==> config.mk <==
export PLATFORM = sky130hd
export DESIGN_NAME = split_arb_flat
export DESIGN_NICKNAME = d
export VERILOG_FILES = /design/src/rtl/split_arb_if.sv /design/src/rtl/split_arb.sv /design/src/flat_wrapper.sv
export SDC_FILE = /design/constraint.sdc
export NUM_CORES = 1
export LEC_CHECK = 0
export ABC_AREA = 1
export ABC_CLOCK_PERIOD_IN_PS = 1740
export CAP_MARGIN = 20
export CORE_MARGIN = 2
export CORE_UTILIZATION = 51
export DETAILED_ROUTE_END_ITERATION = 7
export GPL_TIMING_DRIVEN = 1
export HOLD_SLACK_MARGIN = 0.08
export PLACE_DENSITY = 0.73
export SLEW_MARGIN = 0
export SYNTH_ARGS = -nofsm -noshare
export SYNTH_HDL_FRONTEND = slang
export SYNTH_SLANG_ARGS = --single-unit
export TNS_END_PERCENT = 5
==> constraint.sdc <==
create_clock -name clk -period 1.74 [get_ports clk]
set_input_delay 0.174 -clock clk [delete_from_list [all_inputs] [get_ports clk]]
set_output_delay 0.174 -clock clk [all_outputs]
set_load 0.03 [all_outputs]
==> src/rtl/split_arb_if.sv <==
// split_arb_if: handshake bundle between the round-robin arbiter and its
// environment (N upstream requesters plus one shared four-phase channel).
//   master : arbiter view (drives acks, shared request, grant index, busy)
//   slave  : environment view (drives requests and the shared ack)
interface split_arb_if #(
  parameter int N = 4,
  parameter int W = (N > 1) ? $clog2(N) : 1
);
  logic [N-1:0] r_i;
  logic [N-1:0] a_i;
  logic         r_o;
  logic         a_o;
  logic [W-1:0] gnt_o;
  logic         busy_o;

  modport master (
    input  r_i,
    input  a_o,
    output a_i,
    output r_o,
    output gnt_o,
    output busy_o
  );

  modport slave (
    output r_i,
    output a_o,
    input  a_i,
    input  r_o,
    input  gnt_o,
    input  busy_o
  );
endinterface

==> src/rtl/split_arb.sv <==
// split_arb: clocked round-robin arbiter sharing one four-phase
// (return-to-zero) request/acknowledge channel between N requesters.
// The granted requester's request is forwarded as r_o and the channel
// acknowledge a_o is returned only on a_i[gnt].
//
// Build option: define SPLIT_ARB_SYNC_EN to pass r_i and a_o through
// 2-flop synchronizers before the FSM (adds 2 cycles to every edge).
//
// state | meaning
// ------+-----------------------------------------------------------
// IDLE  | no handshake; arbitrate when any request is up and a_o low
// REQ   | r_o high, waiting for the channel acknowledge
// ACK   | ack returned to the winner, waiting for its request to drop
// RTZ   | r_o low, waiting for the channel acknowledge to drop
module split_arb #(
  parameter int N = 4,
  parameter int W = (N > 1) ? $clog2(N) : 1
) (
  input  logic        clk,
  input  logic        rst,
  split_arb_if.master bus
);

  typedef enum logic [1:0] {
    IDLE = 2'd0,
    REQ  = 2'd1,
    ACK  = 2'd2,
    RTZ  = 2'd3
  } state_t;

  state_t       state_q;
  logic [W-1:0] ptr_q;
  logic [W-1:0] gnt_q;
  logic         r_o_q;
  logic [N-1:0] a_i_q;
  logic         busy_q;

  logic [N-1:0] r_smp;
  logic         a_smp;
  logic [W-1:0] pick_d;
  logic [W-1:0] ptr_d;
  logic [N-1:0] gnt_oh_d;

`ifdef SPLIT_ARB_SYNC_EN
  logic [N-1:0] r_s1_q;
  logic [N-1:0] r_s2_q;
  logic         a_s1_q;
  logic         a_s2_q;

  // Two-flop synchronizers for the asynchronous request and ack inputs
  always_ff @(posedge clk or negedge rst) begin
    if (!rst) begin
      r_s1_q <= '0;
      r_s2_q <= '0;
      a_s1_q <= 1'b0;
      a_s2_q <= 1'b0;
    end else begin
      r_s1_q <= bus.r_i;
      r_s2_q <= r_s1_q;
      a_s1_q <= bus.a_o;
      a_s2_q <= a_s1_q;
    end
  end

  assign r_smp = r_s2_q;
  assign a_smp = a_s2_q;
`else
  assign r_smp = bus.r_i;
  assign a_smp = bus.a_o;
`endif

  // Round-robin search: first set request at or after ptr, wrapping at N-1.
  // Scanning from the farthest offset down lets the nearest hit win.
  always_comb begin
    int idx;
    logic [W-1:0] idx_w;
    pick_d = '0;
    idx    = 0;
    idx_w  = '0;
    for (int k = N - 1; k >= 0; k--) begin
      idx   = (int'(ptr_q) + k) % N;
      idx_w = W'(idx);
      if (r_smp[idx_w]) pick_d = idx_w;
    end
  end

  // Next pointer value once the current grant completes (gnt + 1 mod N)
  always_comb begin
    ptr_d = '0;
    if (gnt_q != W'(N - 1)) ptr_d = gnt_q + 1'b1;
  end

  // One-hot ack pattern for the current grant
  always_comb begin
    gnt_oh_d        = '0;
    gnt_oh_d[gnt_q] = 1'b1;
  end

  // Handshake FSM; every output is a register updated with the state so the
  // outputs depend only on state and the latched grant.
  always_ff @(posedge clk or negedge rst) begin
    if (!rst) begin
      state_q <= IDLE;
      ptr_q   <= '0;
      gnt_q   <= '0;
      r_o_q   <= 1'b0;
      a_i_q   <= '0;
      busy_q  <= 1'b0;
    end else begin
      case (state_q)
        IDLE: begin
          // A high a_o here means the channel is still returning to zero
          // (for example after a reset mid-handshake); hold off until it drops.
          if ((|r_smp) && !a_smp) begin
            gnt_q   <= pick_d;
            state_q <= REQ;
            r_o_q   <= 1'b1;
            busy_q  <= 1'b1;
          end
        end
        REQ: begin
          // An early drop of the winner's request is not looked at here;
          // ACK notices it on its first sample.
          if (a_smp) begin
            state_q <= ACK;
            a_i_q   <= gnt_oh_d;
          end
        end
        ACK: begin
          if (!r_smp[gnt_q]) begin
            state_q <= RTZ;
            r_o_q   <= 1'b0;
          end
        end
        RTZ: begin
          if (!a_smp) begin
            state_q <= IDLE;
            a_i_q   <= '0;
            busy_q  <= 1'b0;
            ptr_q   <= ptr_d;
          end
        end
        default: begin
          state_q <= IDLE;
          r_o_q   <= 1'b0;
          a_i_q   <= '0;
          busy_q  <= 1'b0;
        end
      endcase
    end
  end

  assign bus.r_o    = r_o_q;
  assign bus.a_i    = a_i_q;
  assign bus.gnt_o  = gnt_q;
  assign bus.busy_o = busy_q;

endmodule

==> src/flat_wrapper.sv <==
// flat-port wrapper written by rule: the top's interface ports become plain ports
module split_arb_flat 
#(
  parameter int N = 4,
  parameter int W = (N > 1) ? $clog2(N) : 1
)
  (clk, rst, bus_r_i, bus_a_o, bus_a_i, bus_r_o, bus_gnt_o, bus_busy_o);
  split_arb_if #(.N(N), .W(W)) bus_i ();
  input  logic clk;
  input  logic rst;
  input wire logic [$bits(bus_i.r_i)-1:0] bus_r_i;
  input wire logic [$bits(bus_i.a_o)-1:0] bus_a_o;
  output wire logic [$bits(bus_i.a_i)-1:0] bus_a_i;
  output wire logic [$bits(bus_i.r_o)-1:0] bus_r_o;
  output wire logic [$bits(bus_i.gnt_o)-1:0] bus_gnt_o;
  output wire logic [$bits(bus_i.busy_o)-1:0] bus_busy_o;
  assign bus_i.r_i = bus_r_i;
  assign bus_i.a_o = bus_a_o;
  assign bus_a_i = bus_i.a_i;
  assign bus_r_o = bus_i.r_o;
  assign bus_gnt_o = bus_i.gnt_o;
  assign bus_busy_o = bus_i.busy_o;
  split_arb #(.N(N), .W(W)) u_core (.clk(clk), .rst(rst), .bus(bus_i));
endmodule
======== Yosys cells after proc, flatten, opt, wreduce, memory -nomap -nowiden ========
Index checks and enable logic that the tools add are counted.
operators by class
  $add $sub $neg .......................... 4
  magnitude comparators ................... 6
  equal/unequal tests ..................... 8
  multiplexer cells ....................... 30
  bitwise gates (word level) .............. 1
  reduce and logical (&&, ||, !) cells .... 14
operators with widths
  operator                                                                count
  2-bit 2-to-1 mux                                                        9
  2-bit by 3-bit < comparator with 1-bit output (second input constant)   5
  1-bit binary-select mux with 2-bit select                               5
  1-bit 2-to-1 mux                                                        9
  3-bit AND reduction                                                     3
  4-bit 2-to-1 mux                                                        2
  2-bit != test (second input constant)                                   4
  2-bit case mux with 4 select lines                                      1
  4-bit case mux with 2 select lines                                      1
  2-bit nonzero test                                                      3
  2-bit by 1-bit adder with 2-bit output (second input constant)          2
  2-bit adder (second input constant)                                     2
  2-bit equality test (second input constant)                             2
  1-bit case mux with 2 select lines                                      2
  2-bit AND reduction                                                     2
  4-bit AND reduction                                                     1
  4-bit OR reduction                                                      1
  1-bit demux with 2-bit select                                           1
  2-bit by 1-bit equality test with 1-bit output (second input constant)  1
  2-bit by 1-bit >= comparator with 1-bit output (second input constant)  1
  1-bit logical AND                                                       2
  2-bit logical NOT                                                       1
  2-bit by 1-bit != test with 1-bit output (second input constant)        1
  1-bit logical NOT                                                       1
  1-bit NOT                                                               1
word-level totals
  flip-flop bits (word level) ............. 12
  input port bits ......................... 7
  output and inout port bits .............. 8
  word-level logic and storage cells ...... 69

======== Longest topological paths before layout ========
Gate-level depths: netlist of run 1.
  word-level depth ........................ 7
  depth in mapped cells ................... 12
  gate-level depth less buffers ........... 11

======== Worst setup path after synthesis of run 1 ========
OpenSTA, ideal clock, no wires.
  kind .................................... register -> register
  from .................................... register u_core.gnt_q[1] (netlist: u_core.bus.gnt_o[1])
  to ...................................... register u_core.r_o_q (netlist: u_core.bus.r_o)
  setup time .............................. 0.129 ns
  arrival ................................. 1.154 ns
  path slack .............................. 0.457 ns
  stages on the path, launching flop included .. 8
  path buffers ............................ 0
  clock period less this slack ............ 1.283 ns
  cell sequence ........................... dfrtp_1 -> inv_1 -> o211ai_1 -> nand2_1 -> nand2_1 -> nand2_1 -> o21ai_0 -> o21ai_0
between the ends
  longest elaborated chain between the ends .. 4
ends and longest elaborated chain
  what                                       RTL line          text
  from (decl)                                split_arb.sv:33   logic [W-1:0] gnt_q;
  from (signal assigned)                     split_arb.sv:115  gnt_q <= pick_d;
  1-bit binary-select mux with 2-bit select  split_arb.sv:130  if (!r_smp[gnt_q]) begin
  1-bit 2-to-1 mux (implied by the code)     split_arb.sv:130
  2-bit != test (no source line)             n/a
  3-bit AND reduction (no source line)       n/a
  to (signal assigned)                       split_arb.sv:117  r_o_q <= 1'b1;
  to (signal assigned)                       split_arb.sv:132  r_o_q <= 1'b0;
  to (signal assigned)                       split_arb.sv:145  r_o_q <= 1'b0;
  to (decl)                                  split_arb.sv:34   logic r_o_q;
Every way passes these cells. The select of a mux whose other input is x is not followed.
A chain may end at the register's enable or synchronous reset.

======== Worst setup path after layout of run 1 ========
  from .................................... register u_core.gnt_q[1] (netlist: u_core.bus.gnt_o[1])
  to ...................................... output bus_gnt_o[1]
RTL lines
  what       RTL line            text
  to (decl)  flat_wrapper.sv:15  output wire logic [$bits(bus_i.gnt_o)-1:0] bus_gnt_o;
No word-level cell between the ends.

==> impl_metrics.toml, run 1 <==
[sta]
tns_ns = 0
setup_viol = 0
finClkSkew_ns = 0.00234
finalCritPeriodShare = 0.924
worst_hold_slack_ns = 0.243
rsz0062_at_grt = "no"
hold_viol = 0
tightest_slew_ns = 0.520
max_clock_freq_ghz = 0.622
layout_min_cycle_time_ns = 1.61
report.final.slew_viol_count = 0
slew_headroom = 0.652

[worst_setup_path]
crit_fanout = 6
crit_arrival_ns = 1.43
critPathSlowestCell = "clkdlybuf4s50_1"
r2r-end = "u_core.bus.gnt_o[0]"
crit_type = "reg -> out"
critPathMaxStageDelay_ns = 0.71
cp.required_ns = 1.57
cp-start-kind = "register"
cp_num_buf_inv = 1
crit_family = "buffers and inverters"
cp_cell_sequence = "clkdlybuf4s50_1"
cp_num_cells = 1
worstReg2RegStart = "u_core.ptr_q[0]"
cp-end-kind = "primary output"
reg2reg_depth = 9
crit_start = "u_core.bus.gnt_o[1]"
crit_end = "bus_gnt_o[1]"
reg2reg_slack_ns = 0.36

[routing]
final_antenna_net_count = 0
wl_um = 1620
dr.pass1.iters = 4
drt_iter0_drc = 34
route.detailed.drc = 0
num_vias = 775
wl_per_cell_um = 10.7
routed_via_density = 5.10

[placed_design]
place_area_um2 = 1020
place.gp.congestion = 0.823
dp_hpwl_um = 1330
port_buffers = 14

[min_path]
hp-class = "in -> async"

[die]
die_width_um = 45.2
start_util = 0.561
io_pins = 15
coreArea_um2 = 1540
chipHeight_um = 45.2
num_rows = 14
dieArea_um2 = 2040

[clocking]
clk_latency_ns = 0.27
root_buffer = "clkbuf_4"
cts_buffers = 3
cts_num_sinks = 12
htreeDepth = 1
cts_tree = "done"
post-cts-setup-buffers = 0
clk_pin_slew_ns = 0.08
clock_path_buffers = 2

[power]
power_frac_clock = 0.116
power.leakage_nw = 0.557
power.internal_mw = 0.976
swShare = 0.486
p_sw_mw = 0.925
power_density_nw_per_um2 = 1790
peakVddDrop_mv = 1.12
p_comb_frac = 0.593
seq_power_share = 0.291

[synth]
postSynthCellCount = 118
synthTopCellsByArea = "dfrtp_1 (35%), nand2_1 (13%), ha_1 (12%)"
syn_area_per_cell_um2 = 7.33
synth_top_cell_by_area = "dfrtp_1"
yosys_warnings = 0
synth_seq_cells = 12
seq_area_frac_synth = 0.347
syn-num-nets = 133
yosysUniqueCellTypes = 19
synth_area_um2 = 865
synth_top_area_frac = 0.347

[layout]
nets = 152
drive_gt1_frac = 0.132
antenna_cells = 0
final_common_cell = "nand2_1"
final_area_um2 = 1060
mostFrequentLayoutCells = "nand2_1 (29), inv_1 (21), clkdlybuf4s50_1 (13)"
area_growth_pct = 22.6

[global_route]
grt_pass1_wl_um = 2950
overflow = 0
grt_start_max_net_pins = 13
grt_pass1_vias = 731
antenna_found_initial = 0
grt_usage = 0.196

[flow_run]
maxCapViolations = 0

[run_status]
outcome = "finished, final reports clean"
==> worst min-delay path by stage <==
stage                        end  slack [ns]  cells past startpoint               from
5_1_grt          u_core.ptr_q[0]        0.30                      1                rst
6_report         u_core.ptr_q[0]        0.24                      1                rst
3_3_place_gp   u_core.bus.busy_o        0.52                      2  u_core.bus.busy_o
2_1_floorplan  u_core.bus.a_i[0]       -0.12                      0                rst
4_1_cts          u_core.ptr_q[0]        0.26                      1                rst
3_5_place_dp   u_core.bus.busy_o        0.52                      2  u_core.bus.busy_o
==> cell families (layout without fill, tap and decap cells) <==
kind of cell	Yosys count	count (layout)	share of synthesized area
AO/OA/AOI/OAI	16	16	0.104
adder cells (fa/ha/maj)	8	8	0.116
buffers and inverters	25	43	0.123
flip-flops	12	12	0.347
AND/OR/NAND/NOR	57	57	0.310
==> metrics by stage <==
step | power, mW | setup WS [ns] | std cells | utilization
2_1_floorplan | 1.38 | 0.457 | 118 | -
3_3_place_gp | 1.68 | 0.225 | 148 | 0.662
3_5_place_dp | 1.69 | 0.225 | 148 | 0.662
4_1_cts | 1.92 | 0.0347 | 152 | 0.686
5_1_grt | 2.10 | 0.0699 | 152 | 0.688
6_report | 1.90 | 0.131 | 152 | 0.688
==> flip-flops by register name (all words and copies together) (netlist names) <==
signal and count:
u_core.bus.a_i 4, u_core.bus.r_o 1, u_core.bus.busy_o 1, u_core.ptr_q 2, u_core.bus.gnt_o 2, u_core.state_q 2
==> synthesized netlist by cell type, drive strengths merged <==
master and number:
nand2 34, or2 1, o21ai 13, dfrtp 12, nand4 1, o211ai 2
inv 24, o22ai 1, nor2 6, buf 1, ha 8, nand3 15
==> power by group through the flow <==
stage | sequential, mW | combinational [mW] | clock (mW)
after CTS | 0.555 | 1.14 | 0.230
after global placement | 0.557 | 1.12 | 0
final | 0.553 | 1.13 | 0.221
after floorplan | 0.659 | 0.719 | 0
after global routing | 0.573 | 1.28 | 0.244
after detailed placement | 0.561 | 1.13 | 0
==> what timing repair did <==
action,CTS,global route
hold buffers,0,0
endpoints found under the setup margin,0,1
resized for setup,0,1
==> area by class of cell <==
| type | instances | area, µm² |
|---|---|---|
| Fill cell | 136 | 482 |
| Multi-Input combinational cell | 81 | 458 |
| Sequential cell | 12 | 300 |
| Timing Repair Buffer | 15 | 150 |
| Inverter | 24 | 95.1 |
| Clock buffer | 4 | 36.3 |
| Tap cell | 16 | 20.0 |
==> routing by layer <==
metal / track usage / wire length (µm) / part of all wire / vias up
li1: - / - / - / 406
met1: 0.274 / 811 / 0.50 / 354
met2: 0.311 / 742 / 0.46 / 15
met3: 0.0240 / 70 / 0.043 / 0
met4: 0.0706 / 0 / 0 / 0
met5: 0 / 0 / 0 / -
No activity file was read; power rests on OpenSTA's default activity.
==> run 2: changes to the inputs <==
--- a/config.mk
+++ b/config.mk
@@ -6,7 +6,7 @@
 export NUM_CORES = 1
 export LEC_CHECK = 0
 export ABC_AREA = 1
-export ABC_CLOCK_PERIOD_IN_PS = 1740
+export ABC_CLOCK_PERIOD_IN_PS = 1600
 export CAP_MARGIN = 20
 export CORE_MARGIN = 2
 export CORE_UTILIZATION = 51
==> constraint.sdc (replaced) <==
create_clock -name clk -period 1.6 [get_ports clk]
set_input_delay 0.16 -clock clk [delete_from_list [all_inputs] [get_ports clk]]
set_output_delay 0.16 -clock clk [all_outputs]
set_load 0.03 [all_outputs]
==> run 2 against run 1 <==
Net effect: total power grew 8.7%; setup slack got worse by 0.011 ns; sequential share of layout area up 0.13 points; global-route usage rose by 0.15 points; largest cell class unchanged; critical endpoint is now bus_busy_o; critical path type unchanged; via count down 0.26%; final cell count unchanged.
==> impl_metrics.toml, run 2 (synthesized netlist as in run 1, its figures left out) <==
[run_status]
outcome = "finished, final reports clean"

[layout]
num-fill-cells = 145
antenna_cells = 0
final_common_cell = "nand2_1"
area_growth_pct = 22.0
drive_gt1_frac = 0.132
largest_reg_flops = 4
nets = 152
mostFrequentLayoutCells = "nand2_1 (29), inv_1 (21), nand3_1 (12), clkdlybuf4s50_1 (12), dfrtp_1 (12)"

[sta]
max_clock_freq_ghz = 0.676
setup_slack_ns = 0.120
layout_min_cycle_time_ns = 1.48
slew_headroom = 0.641
finalCritPeriodShare = 0.925
tns_ns = 0
rsz0062_at_grt = "no"
finClkSkew_ns = 0.00147
report.final.slew_viol_count = 0
tightest_slew_ns = 0.537
setup_viol = 0
hold_viol = 0

[power]
power.internal_mw = 1.05
swShare = 0.493
power_frac_clock = 0.121
power.leakage_nw = 0.550
p_comb_frac = 0.586
peakVddDrop_mv = 1.15
seq_power_share = 0.293
p_sw_mw = 1.02
power_density_nw_per_um2 = 1960

[worst_setup_path]
cp-start-kind = "register"
critPathSlowestCell = "clkdlybuf4s50_1"
crit_start = "u_core.bus.busy_o"
cp.required_ns = 1.44
crit_family = "buffers and inverters"
worstReg2RegStart = "u_core.ptr_q[0]"
cp-end-kind = "primary output"
crit_arrival_ns = 1.32
crit_type = "reg -> out"
cp_cell_sequence = "clkdlybuf4s50_1"
critPathMaxStageDelay_ns = 0.68
cp_num_buf_inv = 1
crit_fanout = 2

[die]
start_util = 0.561
coreArea_um2 = 1540
io_pins = 15
num_rows = 14
dieArea_um2 = 2040
die_width_um = 45.2
chipHeight_um = 45.2

[global_route]
antenna_found_initial = 0
grt_usage = 0.198
met2_usage = 0.306
grtUsageMet3 = 0.0360
grt_use_met1 = 0.268
grt_pass1_wl_um = 2910
overflow = 0
busiest_layer = "met2"
grt_pass1_vias = 701
grt_start_max_net_pins = 13

[flow_run]
maxCapViolations = 0

[clocking]
htreeDepth = 1
cts_hold_buf = 0
cts_resized = 2
clock_path_buffers = 2
clk_latency_ns = 0.28
root_buffer = "clkbuf_4"
clk_pin_slew_ns = 0.08
cts_num_sinks = 12
cts_buffers = 3
post-cts-setup-buffers = 0
cts_tree = "done"

[min_path]
hp-class = "in -> async"

[routing]
route.detailed.drc = 0
wl_per_cell_um = 10.8
num_vias = 773
final_antenna_net_count = 0
drt_iter0_drc = 8
routed_via_density = 5.09
dr.pass1.iters = 4
wl_um = 1650

[placed_design]
place.gp.congestion = 0.823
port_buffers = 14
pre_cts_ws_ns = 0.110
dp_hpwl_um = 1330
[run 2: cell count changes in the layout (fill, tap and decap cells not counted), sizes merged]
| cell | before | now |
|---|---|---|
| clkdlybuf4s50 | 13 | 12 |
| dlymetal6s2s | 1 | 0 |
| dlygate4sd2 | 0 | 2 |
[run 2: worst paths after layout]
kind	end	slack [ns]	cells past startpoint
setup / recovery	bus_busy_o	0.12	1
min in group clk	u_core.bus.a_i[3]	0.53	2
hold reg to reg	u_core.bus.a_i[3]	0.53	2
max in group asynchronous	u_core.state_q[0]	1.02	1
setup reg to reg	u_core.bus.gnt_o[0]	0.22	9
hold / removal	u_core.ptr_q[1]	0.23	1
[run 2: through the flow]
step	hold slack [ns]	total power, mW	utilization	cells	area, µm²
finish	0.226	2.07	0.684	152	1050
global route	0.280	2.27	0.684	152	1050
CTS	0.240	2.08	0.684	152	1050
detailed placement	0.525	1.84	0.662	148	1020
global placement	0.516	1.83	0.662	148	1020
floorplan	-0.136	1.50	-	118	865
[run 2: power groups by stage]
stage | registers (mW) | clock network (mW) | logic, mW
final | 0.606 | 0.250 | 1.21
after global routing | 0.627 | 0.268 | 1.38
after CTS | 0.606 | 0.255 | 1.22
after detailed placement | 0.611 | 0 | 1.23
after global placement | 0.606 | 0 | 1.22
after floorplan | 0.717 | 0 | 0.782
[run 2: cell type report]
| cell class | instances | area, µm² | share of cell area |
|---|---|---|---|
| clock buffers | 4 | 36.3 | 0.0344 |
| multi-input cells | 81 | 458 | 0.434 |
| flip-flops and latches | 12 | 300 | 0.285 |
| inverters | 24 | 95.1 | 0.0902 |
| well taps | 16 | 20.0 | 0.0190 |
| repair buffers | 15 | 145 | 0.138 |
[run 2: routing by layer]
layer | wire (µm) | vias to the layer above
met5 | 0 | -
met4 | 27 | 0
met3 | 68 | 3
li1 | - | 405
met2 | 702 | 16
met1 | 845 | 349
